$ cat config.mk
export PLATFORM = sky130hd
export DESIGN_NAME = orao_tape_rec
export DESIGN_NICKNAME = d
export VERILOG_FILES = /design/src/rtl/orao_tape_rec.sv
export SDC_FILE = /design/constraint.sdc
export NUM_CORES = 1
export LEC_CHECK = 0
export BUFFER_PORTS_ARGS = -buffer_cell sky130_fd_sc_hd__buf_2
export CORE_AREA = 2 2 151 153
export DETAILED_ROUTE_END_ITERATION = 16
export DIE_AREA = 0 0 153 155
export GPL_TIMING_DRIVEN = 0
export PLACE_DENSITY = 0.66
export SETUP_SLACK_MARGIN = 0.1
export SYNTH_ARGS = -nofsm -noshare
export SYNTH_HDL_FRONTEND = slang
export SYNTH_SLANG_ARGS = --single-unit
$ cat constraint.sdc
create_clock -name clk_sys -period 6.5 [get_ports clk_sys]
set_input_delay 1.95 -clock clk_sys [delete_from_list [all_inputs] [get_ports clk_sys]]
set_output_delay 1.95 -clock clk_sys [all_outputs]
set_load 0.1 [all_outputs]
$ cat src/rtl/orao_tape_rec.sv
// Cassette recorder: samples the 1-bit tape output at SAMPLE_HZ and streams an
// 8-bit mono WAV (44-byte header, then samples) through a show-ahead FIFO.
module orao_tape_rec #(
  parameter int unsigned CLK_HZ     = 50000000,
  parameter int unsigned SAMPLE_HZ  = 44100,
  parameter int unsigned FIFO_DEPTH = 16
) (
  input  logic        clk_sys,
  input  logic        reset_n,
  input  logic        tape_bit,
  input  logic        rec_en,
  input  logic        rd,
  output logic [7:0]  dout,
  output logic        empty,
  output logic        rec_active,
  output logic        overflow,
  output logic [31:0] byte_count
);

  localparam int AW = $clog2(FIFO_DEPTH);
  localparam int CW = $clog2(FIFO_DEPTH + 1);
  localparam logic [31:0] SR = 32'(SAMPLE_HZ);
  localparam logic [31:0] SR_LE = {SR[7:0], SR[15:8], SR[23:16], SR[31:24]};
  localparam logic [32:0] SAMPLE_W = 33'(SAMPLE_HZ);
  localparam logic [32:0] CLK_W = 33'(CLK_HZ);
  localparam logic [CW-1:0] FULL_CNT = CW'(FIFO_DEPTH);

  // Header listed first byte first; multi-byte fields are already little-endian.
  localparam logic [44*8-1:0] HDR_BE = {
    "RIFF", 32'hFFFF_FFFF, "WAVE", "fmt ", 32'h1000_0000,
    16'h0100, 16'h0100, SR_LE, SR_LE, 16'h0100, 16'h0800,
    "data", 32'hFFFF_FFFF
  };

  typedef enum logic [1:0] {IDLE, HEADER, STREAM} state_t;

  state_t          state_q, state_d;
  logic            rec_en_q;
  logic [5:0]      idx_q;
  logic [31:0]     acc_q, acc_d;
  logic [32:0]     acc_sum;
  logic            tick;
  logic            push_req, push, pop, drop, full, rise;
  logic [7:0]      push_data;
  logic [7:0]      mem_q [FIFO_DEPTH];
  logic [AW-1:0]   wr_ptr_q, rd_ptr_q;
  logic [CW-1:0]   count_q, count_d;
  logic            overflow_q;
  logic [31:0]     byte_count_q;
  logic [7:0]      hdr_rom [64];

  genvar gi;
  generate
    for (gi = 0; gi < 64; gi++) begin : g_hdr
      if (gi < 44) begin : g_byte
        assign hdr_rom[gi] = HDR_BE[(43-gi)*8 +: 8];
      end else begin : g_pad
        assign hdr_rom[gi] = 8'h00;
      end
    end
  endgenerate

  assign rise  = rec_en & ~rec_en_q;
  assign full  = (count_q == FULL_CNT);
  assign push  = push_req & ~full;
  assign drop  = tick & full;
  assign pop   = rd & (count_q != '0);

  always_ff @(posedge clk_sys) begin : fsm_reg
    if (!reset_n) state_q <= IDLE;
    else          state_q <= state_d;
  end

  always_comb begin : fsm_next
    state_d = state_q;
    case (state_q)
      IDLE:    if (rise) state_d = HEADER;
      HEADER: begin
        if (!rec_en)                      state_d = IDLE;
        else if (push && idx_q == 6'd43)  state_d = STREAM;
      end
      STREAM:  if (!rec_en) state_d = IDLE;
      default: state_d = IDLE;
    endcase
  end

  // Accumulator is only advanced in STREAM, so it sits at 0 everywhere else.
  always_comb begin : fsm_out
    tick      = 1'b0;
    acc_d     = '0;
    push_req  = 1'b0;
    push_data = 8'h00;
    acc_sum   = {1'b0, acc_q} + SAMPLE_W;
    case (state_q)
      HEADER: begin
        push_req  = rec_en;
        push_data = hdr_rom[idx_q];
      end
      STREAM: begin
        if (acc_sum >= CLK_W) begin
          tick  = 1'b1;
          acc_d = 32'(acc_sum - CLK_W);
        end else begin
          acc_d = acc_sum[31:0];
        end
        push_req  = tick;
        push_data = tape_bit ? 8'hC0 : 8'h40;
      end
      default: ;
    endcase
  end

  always_comb begin
    count_d = count_q;
    case ({push, pop})
      2'b10:   count_d = count_q + 1'b1;
      2'b01:   count_d = count_q - 1'b1;
      default: count_d = count_q;
    endcase
  end

  always_ff @(posedge clk_sys) begin
    if (push) mem_q[wr_ptr_q] <= push_data;
  end

  always_ff @(posedge clk_sys) begin
    if (!reset_n) begin
      rec_en_q     <= 1'b0;
      acc_q        <= '0;
      idx_q        <= '0;
      wr_ptr_q     <= '0;
      rd_ptr_q     <= '0;
      count_q      <= '0;
      overflow_q   <= 1'b0;
      byte_count_q <= '0;
    end else begin
      rec_en_q <= rec_en;
      acc_q    <= acc_d;
      count_q  <= count_d;
      if (push) wr_ptr_q <= wr_ptr_q + 1'b1;
      if (pop)  rd_ptr_q <= rd_ptr_q + 1'b1;
      if (state_q == IDLE && rise) begin
        idx_q        <= '0;
        overflow_q   <= 1'b0;
        byte_count_q <= '0;
      end else begin
        if (push)                     byte_count_q <= byte_count_q + 32'd1;
        if (drop)                     overflow_q   <= 1'b1;
        if (push && state_q == HEADER) idx_q       <= idx_q + 6'd1;
      end
    end
  end

  assign empty      = (count_q == '0);
  assign dout       = empty ? 8'h00 : mem_q[rd_ptr_q];
  assign rec_active = (state_q == HEADER) || (state_q == STREAM);
  assign overflow   = overflow_q;
  assign byte_count = byte_count_q;

endmodule
---- Word-level counts from Yosys, hierarchy flattened ----
Memories as Yosys holds them, arrays and structs flattened. A register that Yosys moved wholly into a read port is not among the register bits.
Index checks and enable logic that the tools add are counted.
operators by class
  add/subtract/negate cells ............... 8
  magnitude comparators ................... 2
  equal/unequal tests ..................... 9
  mux-type cells .......................... 19
  bitwise gates (word level) .............. 8
  reductions and logical operators ........ 11
operators with widths
  cell                    number
  $add 32x16->33 const B  1
  $ge 33x26->1 const B    1
  $add 32x1->32 const B   1
  $mux 32                 1
  $mux 8                  4
  $sub 32x26->32 const B  1
  $pmux 8 s2              1
  $pmux 5 s2              1
  $add 4x1->4 const B     2
  $mux 2                  4
  $mux 4                  2
  $ge 7x7->1 const B      1
  $not 6->7               1
  $add 6x1->6 const B     1
  $eq 6x6->1 const B      1
  $pmux 2 s3              1
  $add 5x1->5 const B     1
  $eq 5x5->1 const B      1
  $logic_not 5->1         1
  $reduce_bool 5->1       1
  $sub 5x1->5 const B     1
  $and 1x1->1             4
  $eq 2x1->1 const B      2
  $eq 2x2->1 const B      2
  other kinds (12)        20
word-level totals
  register bits ........................... 87
  bits in writable memories ............... 128
  ROM bits ................................ 512
  input bits .............................. 5
  word-level logic and storage cells ...... 68
  memories ................................ 2
memory list
  name             words  bits a word  read ports  clocked after memory_dff  wr ports  line  RTL
  (no name shown)  64     8            1           0                         0         97    push_data = hdr_rom[idx_q];
  mem_q            16     8            1           1                         1         45    logic [7:0] mem_q [FIFO_DEPTH];

---- Longest topological paths before layout ----
Gate-level depths: netlist of the first run.
  depth in word-level cells ............... 9
  mapped depth ............................ 25

---- Least setup slack after synthesis of the first run ----
OpenSTA, ideal clock, no wires.
  path kind ............................... flip-flop to output port
  start point ............................. register (tool-made name)
  end point ............................... output dout[1]
  arrival time ............................ 2942 ps
  setup slack ............................. 1608 ps
  cell stages (with the launch flop) ...... 6
  buffers on the path ..................... 2
  cells stage by stage .................... dfxtp_1 > clkbuf_1 > buf_1 > mux4_2 > mux4_2 > nor2b_1
RTL lines
  item       line  RTL
  to (decl)  13    output logic [7:0] dout,

---- Worst setup path after layout of the first run ----
  start point ............................. register acc_q[2]
  end point ............................... register count_q[4]
between the ends
  word-level cells in the longest chain between the ends .. 7
  elaborated cells between the ends (all ways) .. 9
  classes of those cells .................. add/sub: 1; order compare: 1; eq/ne: 2; mux: 3; bitwise: 1; reduce/logical: 1
ends and longest elaborated chain
  item                                                    line  RTL
  from (decl)                                             40    logic [31:0] acc_q, acc_d;
  from (signal assigned)                                  129   acc_q <= '0;
  from (signal assigned)                                  138   acc_q <= acc_d;
  $add 32x16->33 (*)                                      93    acc_sum = {1'b0, acc_q} + SAMPLE_W;
  $ge 33x26->1 (*)                                        100   if (acc_sum >= CLK_W) begin
  $mux 1 (*)                                              100
  $pmux 1 s2 (*)                                          94    case (state_q)
  $and 1x1->1 (*)                                         65    assign push = push_req & ~full;
  $eq 2x1->1 / $eq 2x2->1 (equally long branches)         115   case ({push, pop})
  $pmux 5 s2 / $reduce_bool 2->1 (equally long branches)  n/a
  to (signal assigned)                                    139   count_q <= count_d;
  to (decl)                                               47    logic [CW-1:0] count_q, count_d;
Mark *: on every way between the ends. The rest lies on a longest branch, timed or not.
A chain may end at the register's enable or synchronous reset.

==> results.txt, run 1 <==
RD Place Congestion: 0.898
Synthesized flop and latch total: 217
Setup bufs post-CTS: 0
Antenna violations before repair: 0
Cell Pwr Density: 232 mW/mm^2
GR Util met2: 35.1%
CTS tree: yes
CP Launch Type: flip-flop
Reg area: 0.00563 mm^2
Final setup violating endpoints: 0
Starting Density: 49.0%
DIE AREA: 0.0237 mm^2
Crit path cell chain: ha_1, a31oi_1, nor4_1, o311ai_0, nand3_1, o211ai_1, a31oi_2, o211ai_4, a31o_1, buf_6, inv_4, buf_2, ha_1, clkbuf_1, xor2_1, ha_1, a21oi_1, nor3b_1, o21ai_0, a21oi_1, xnor2_1, nor2_1
RSZ-0062 raised after global routing: false
Max Slew Vio Count: 0
Leading cell type in the layout, fill and taps excluded: edfxtp_1
H-tree depth: 1
Clock sinks: 217
Routing usage on met1: 27.5%
Max Root-Sink Buffers: 3
Number of synthesized flops with an enable pin: 128
Crit path time final: 5.67 ns
Post-route DRC violation count: 0
Post-synth net total: 1004
Req. time, crit path: 6.89 ns
Async S/R FF share, synth: 0%
Nets@finish: 1077
Total I/O pin count: 48
Post_cts resized: 0
Largest net degree at the start of global routing: 17
Global routing usage on met3: 2.90%
Root buf cell: clkbuf_16
Vias in the first global route: 7462
Final Hold Slack: 0.497 ns
Worst-path clk slew: 0.06 ns
Most frequent cells in the layout: edfxtp_1, dfxtp_1, nand2_1, nor2_1, a21oi_1
Post-DP HPWL: 17100 um
CTS Hold Buffers Added: 0
Yosys warning count: 0
First-pass GRT wire length: 39200 um
Vias per inst: 5.81
CORE AREA: 0.0222 mm^2
Critical Path AT: 6.07 ns
Worst-Skew Late Latency: 0.52 ns
Synth Cell Area: 0.0109 mm^2
Max_cap viols: 0
Slowest cell on crit path: o311ai_0
Total negative setup slack: 0 ns
CP Class: flip-flop to flip-flop
Starting DRT DRC Count: 524
Footprint of the multi-input gates: 0.00492 mm^2
Avg WL per Cell: 18.2 um
Skew final: 0.00697 ns
Via count: 7860
Mapped Cells: 976
All-Layer GR Usage: 20.4%
FP Rows: 55
Worst Setup End Kind: flip-flop
Total Wirelength: 24600 um
DRT Pass-1 Iters: 5
TritonCTS buffer count: 24
Pleak: 0.00398 uW
Syn avg cell area: 11.2 um^2
Hold Crit Class: flip-flop to flip-flop
Antenna Diode Count: 0
Die width: 153 um
Seq/Total Area, Yosys: 51.6%
Slew margin rel.: 8.91%
Worst VDD drop: 0.182 mV
Final Hold Fails: 0
Chip height: 155 um
CP dominant cell by count: ha_1
Area Overhead vs Synth: 12.4%
Final worst path period share: 87.3%
Gr busiest metal: met2
Max Clk Rate: 0.176 GHz
Post-synth cell types: 78
Fillers: 1924
Maximum net fanout on the critical path: 19
Input/output buffers: 47
Primary FF master, synth: edfxtp_1
Layout cells sized above 1: 13.9%
Routed Antenna Nets: 0
Grt total ovfl: 0
Measured slew at the worst slew-check pin: 1.36 ns
Slowest stage delay, CP: 0.72 ns
Outcome: complete, no violations
-- worst paths after layout --
path                               start                          end  slack [ns]  cells after the start
max                  acc_q[2]$_SDFF_PN0_      count_q[4]$_SDFFE_PN0P_        0.83                     22
max reg2reg          acc_q[2]$_SDFF_PN0_      count_q[4]$_SDFFE_PN0P_        0.83                     22
min          byte_count[18]$_SDFFE_PP0P_  byte_count[18]$_SDFFE_PP0P_        0.50                      2
min reg2reg  byte_count[18]$_SDFFE_PP0P_  byte_count[18]$_SDFFE_PP0P_        0.50                      2
-- per-layer routing --
metal / vias up / wire, um
li1: 3834 / -
met1: 3820 / 11000
met2: 175 / 12000
met3: 31 / 1050
met4: 0 / 512
met5: - / 0
-- cells by family after synthesis --
kind of cell | after synthesis | synth area share (%)
fa+ha+maj | 23 | 2.64
mux | 51 | 9.29
flops | 217 | 51.6
buf+inv | 88 | 3.26
xor+xnor | 58 | 4.66
compound gates | 193 | 11.9
simple gates | 346 | 16.6
-- worst max-delay path, delay by kind of cell (launching register included) --
family	cells	cell delay, ns
and+or+nand+nor	4	0.48
buffers and inverters	4	0.64
adders and majority gates	3	0.73
xor gates and xnor gates	2	0.32
AOI/OAI and AO/OA	9	2.95
DFF	1	0.42
-- final cells by class --
class	count	area share [%]
sequential	217	45.9
tap	285	2.91
inverter	28	0.878
timing repair buffer	48	1.98
buffer	59	1.99
clock buffer	28	5.02
multi-input combinational	671	40.2
clock inverter	16	1.11
-- power breakdown --
| part | switching [uW] | internal, uW |
|---|---|---|
| clock network | 540 | 756 |
| registers | 2.63 | 1450 |
| logic | 71.8 | 28.6 |
| total | 614 | 2230 |
-- metrics by stage --
stage          total power, uW  area (um^2)  instances  utilization, %  worst slack [ns]
2_1_floorplan             1560        10900        976               -              1.61
3_3_place_gp              1580        11500       1308            51.7             0.700
3_5_place_dp              1580        11500       1308            51.7             0.678
4_1_cts                   2870        12200       1352            55.1             0.650
5_1_grt                   2930        12300       1352            55.1             0.395
6_report                  2850        12300       1352            55.1             0.826
-- cells in the mapped netlist (all sizes together) (13+ instances only) --
cell	count	area [um^2]
edfxtp	128	3840
nand2b	13	81.3
clkbuf	44	165
a21oi	63	319
mux4	40	901
ha	23	288
or3	27	169
dfxtp	89	1780
nand3	35	175
nand2	75	282
or4	18	135
o31ai	16	120
nand4	18	113
inv	27	104
xor2	21	184
nor2b	18	113
o21ai	40	200
buf	16	82.6
xnor2	37	324
nor3	14	80.1
nor2	76	288
-- registers in the layout, summed over array words and instances, names as in the netlist, named ones only --
name and count:
acc_q 30, byte_count 32, count_q 5, idx_q 6
mem_q 128, overflow 1, rd_ptr_q 4, rec_en_q 1
state_q 2, wr_ptr_q 4
Note: power is estimated with default switching activity, not from simulation.
==> run 2, diff against run 1 <==
Settings changed: PLACE_DENSITY 0.66 to 0.64.
==> run 2 against run 1 <==
Against the previous run:
- core utilization up 0.12 points
- design area increased by 0.22%
- die area unchanged
- worst setup slack got worse by 0.21 ns
- critical path depth fell by 1
- clock skew rose by 0.013 ns
- largest cell class unchanged
- largest power group unchanged
- highest routed layer unchanged
==> results.txt, run 2 (synthesized netlist as in run 1, its figures left out) <==
Outcome: complete, no violations
Largest register FFs: 128
CP Launch Type: flip-flop
Final instance area: 0.0123 mm^2
Input/output buffers: 47
Routing usage on met1: 31.3%
Total negative setup slack: 0 ns
Hold Crit Class: flip-flop to flip-flop
Root buf cell: clkbuf_16
Avg WL per Cell: 18.9 um
Starting Density: 49.0%
Final worst path period share: 90.5%
Pleak: 0.00400 uW
DRT Pass-1 Iters: 5
Skew final: 0.0203 ns
First-pass GRT wire length: 41500 um
Worst VDD drop: 0.171 mV
Leading cell type in the layout, fill and taps excluded: edfxtp_1
All-Layer GR Usage: 21.9%
Final setup violating endpoints: 0
Global routing usage on met3: 3.37%
Vias in the first global route: 7727
Req. time, crit path: 6.94 ns
Top reg by flops: mem_q
Crit path time final: 5.88 ns
Max_cap viols: 0
GR Util met2: 35.9%
Nets@finish: 1077
Setup bufs post-CTS: 0
Total power: 2870 uW
CTS tree: yes
Final WS setup: 0.616 ns
Max Slew Vio Count: 0
Final Hold Slack: 0.494 ns
Critical Path AT: 6.32 ns
Post-Place Cell Area: 0.0115 mm^2
Worst-path clk slew: 0.06 ns
DIE AREA: 0.0237 mm^2
Grt total ovfl: 0
Measured slew at the worst slew-check pin: 1.34 ns
Starting DRT DRC Count: 615
Final Hold Fails: 0
Clock sinks: 217
Max Clk Rate: 0.170 GHz
Chip height: 155 um
Pre-CTS setup slack: 0.600 ns
Antenna violations before repair: 0
Cell Pwr Density: 233 mW/mm^2
Area Overhead vs Synth: 12.7%
Max Root-Sink Buffers: 3
Post-DP HPWL: 17500 um
Die width: 153 um
CP Class: flip-flop to flip-flop
RSZ-0062 raised after global routing: false
Via count: 8005
CORE AREA: 0.0222 mm^2
Antenna Diode Count: 0
RD Place Congestion: 0.926
Total I/O pin count: 48
Post-route DRC violation count: 0
Slew margin rel.: 10.8%
TritonCTS buffer count: 24
Maximum net fanout on the critical path: 11
Worst Setup End Kind: flip-flop
Vias per inst: 5.93
Gr busiest metal: met2
Largest net degree at the start of global routing: 17
Layout cells sized above 1: 14.4%
H-tree depth: 1
FP Rows: 55
Total Wirelength: 25600 um
Worst-Skew Late Latency: 0.52 ns
Routed Antenna Nets: 0
Most frequent cells in the layout: edfxtp_1, dfxtp_1, nand2_1, nor2_1, a21oi_1
==> run 2: metal layers <==
metal	part of all wire (%)	wire length [um]
met5	0	0
met4	1.8	451
met3	5.8	1490
met2	46	11900
met1	46	11800
==> run 2: worst max-delay path, stage by stage (launching register included) <==
cell	delay, ns
dfxtp_1	0.55
ha_1	0.34
a31oi_1	0.23
nor3_2	0.42
o21ai_0	0.30
xor2_1	0.30
o211ai_1	0.26
a31oi_2	0.38
o211ai_4	0.21
a31o_1	0.28
buf_6	0.15
inv_4	0.10
clkbuf_1	0.39
buf_2	0.33
ha_1	0.18
clkbuf_1	0.24
xor2_1	0.11
ha_1	0.19
a21oi_1	0.25
xnor2_1	0.12
or3_1	0.31
a21oi_1	0.14
==> run 2: worst paths after layout <==
kind / start / slack (ns) / cells after the start / to
max: acc_q[2]$_SDFF_PN0_ / 0.62 / 21 / count_q[2]$_SDFFE_PN0P_
min: byte_count[31]$_SDFFE_PP0P_ / 0.49 / 2 / byte_count[31]$_SDFFE_PP0P_
max reg2reg: acc_q[2]$_SDFF_PN0_ / 0.62 / 21 / count_q[2]$_SDFFE_PN0P_
min reg2reg: byte_count[31]$_SDFFE_PP0P_ / 0.49 / 2 / byte_count[31]$_SDFFE_PP0P_
==> run 2: stage by stage <==
stage / util [%] / cells
after detailed placement: 51.8 / 1308
after CTS: 55.2 / 1351
after global placement: 51.7 / 1308
final: 55.2 / 1351
after global routing: 55.2 / 1351
after floorplan: - / 976
==> run 2: layout make-up <==
cell class	count	area, um^2
Inverter	28	108
Fill cell	1905	9950
Multi-Input combinational cell	671	4950
Tap cell	285	357
Timing Repair Buffer	47	235
Clock buffer	30	644
Buffer	60	248
Sequential cell	217	5630
Clock inverter	13	115
==> run 2: power breakdown <==
group	switching [uW]	total (uW)	internal [uW]	leakage, uW
Clock	535	1310	779	0.000370
Combinational	74.3	103	28.3	0.00174
Sequential	2.51	1450	1450	0.00189
Total	612	2870	2250	0.00400
==> run 2: timing repair <==
item,in CTS,in global routing
resized for setup,0,1
hold buffers,0,0
setup endpoints to repair,0,2
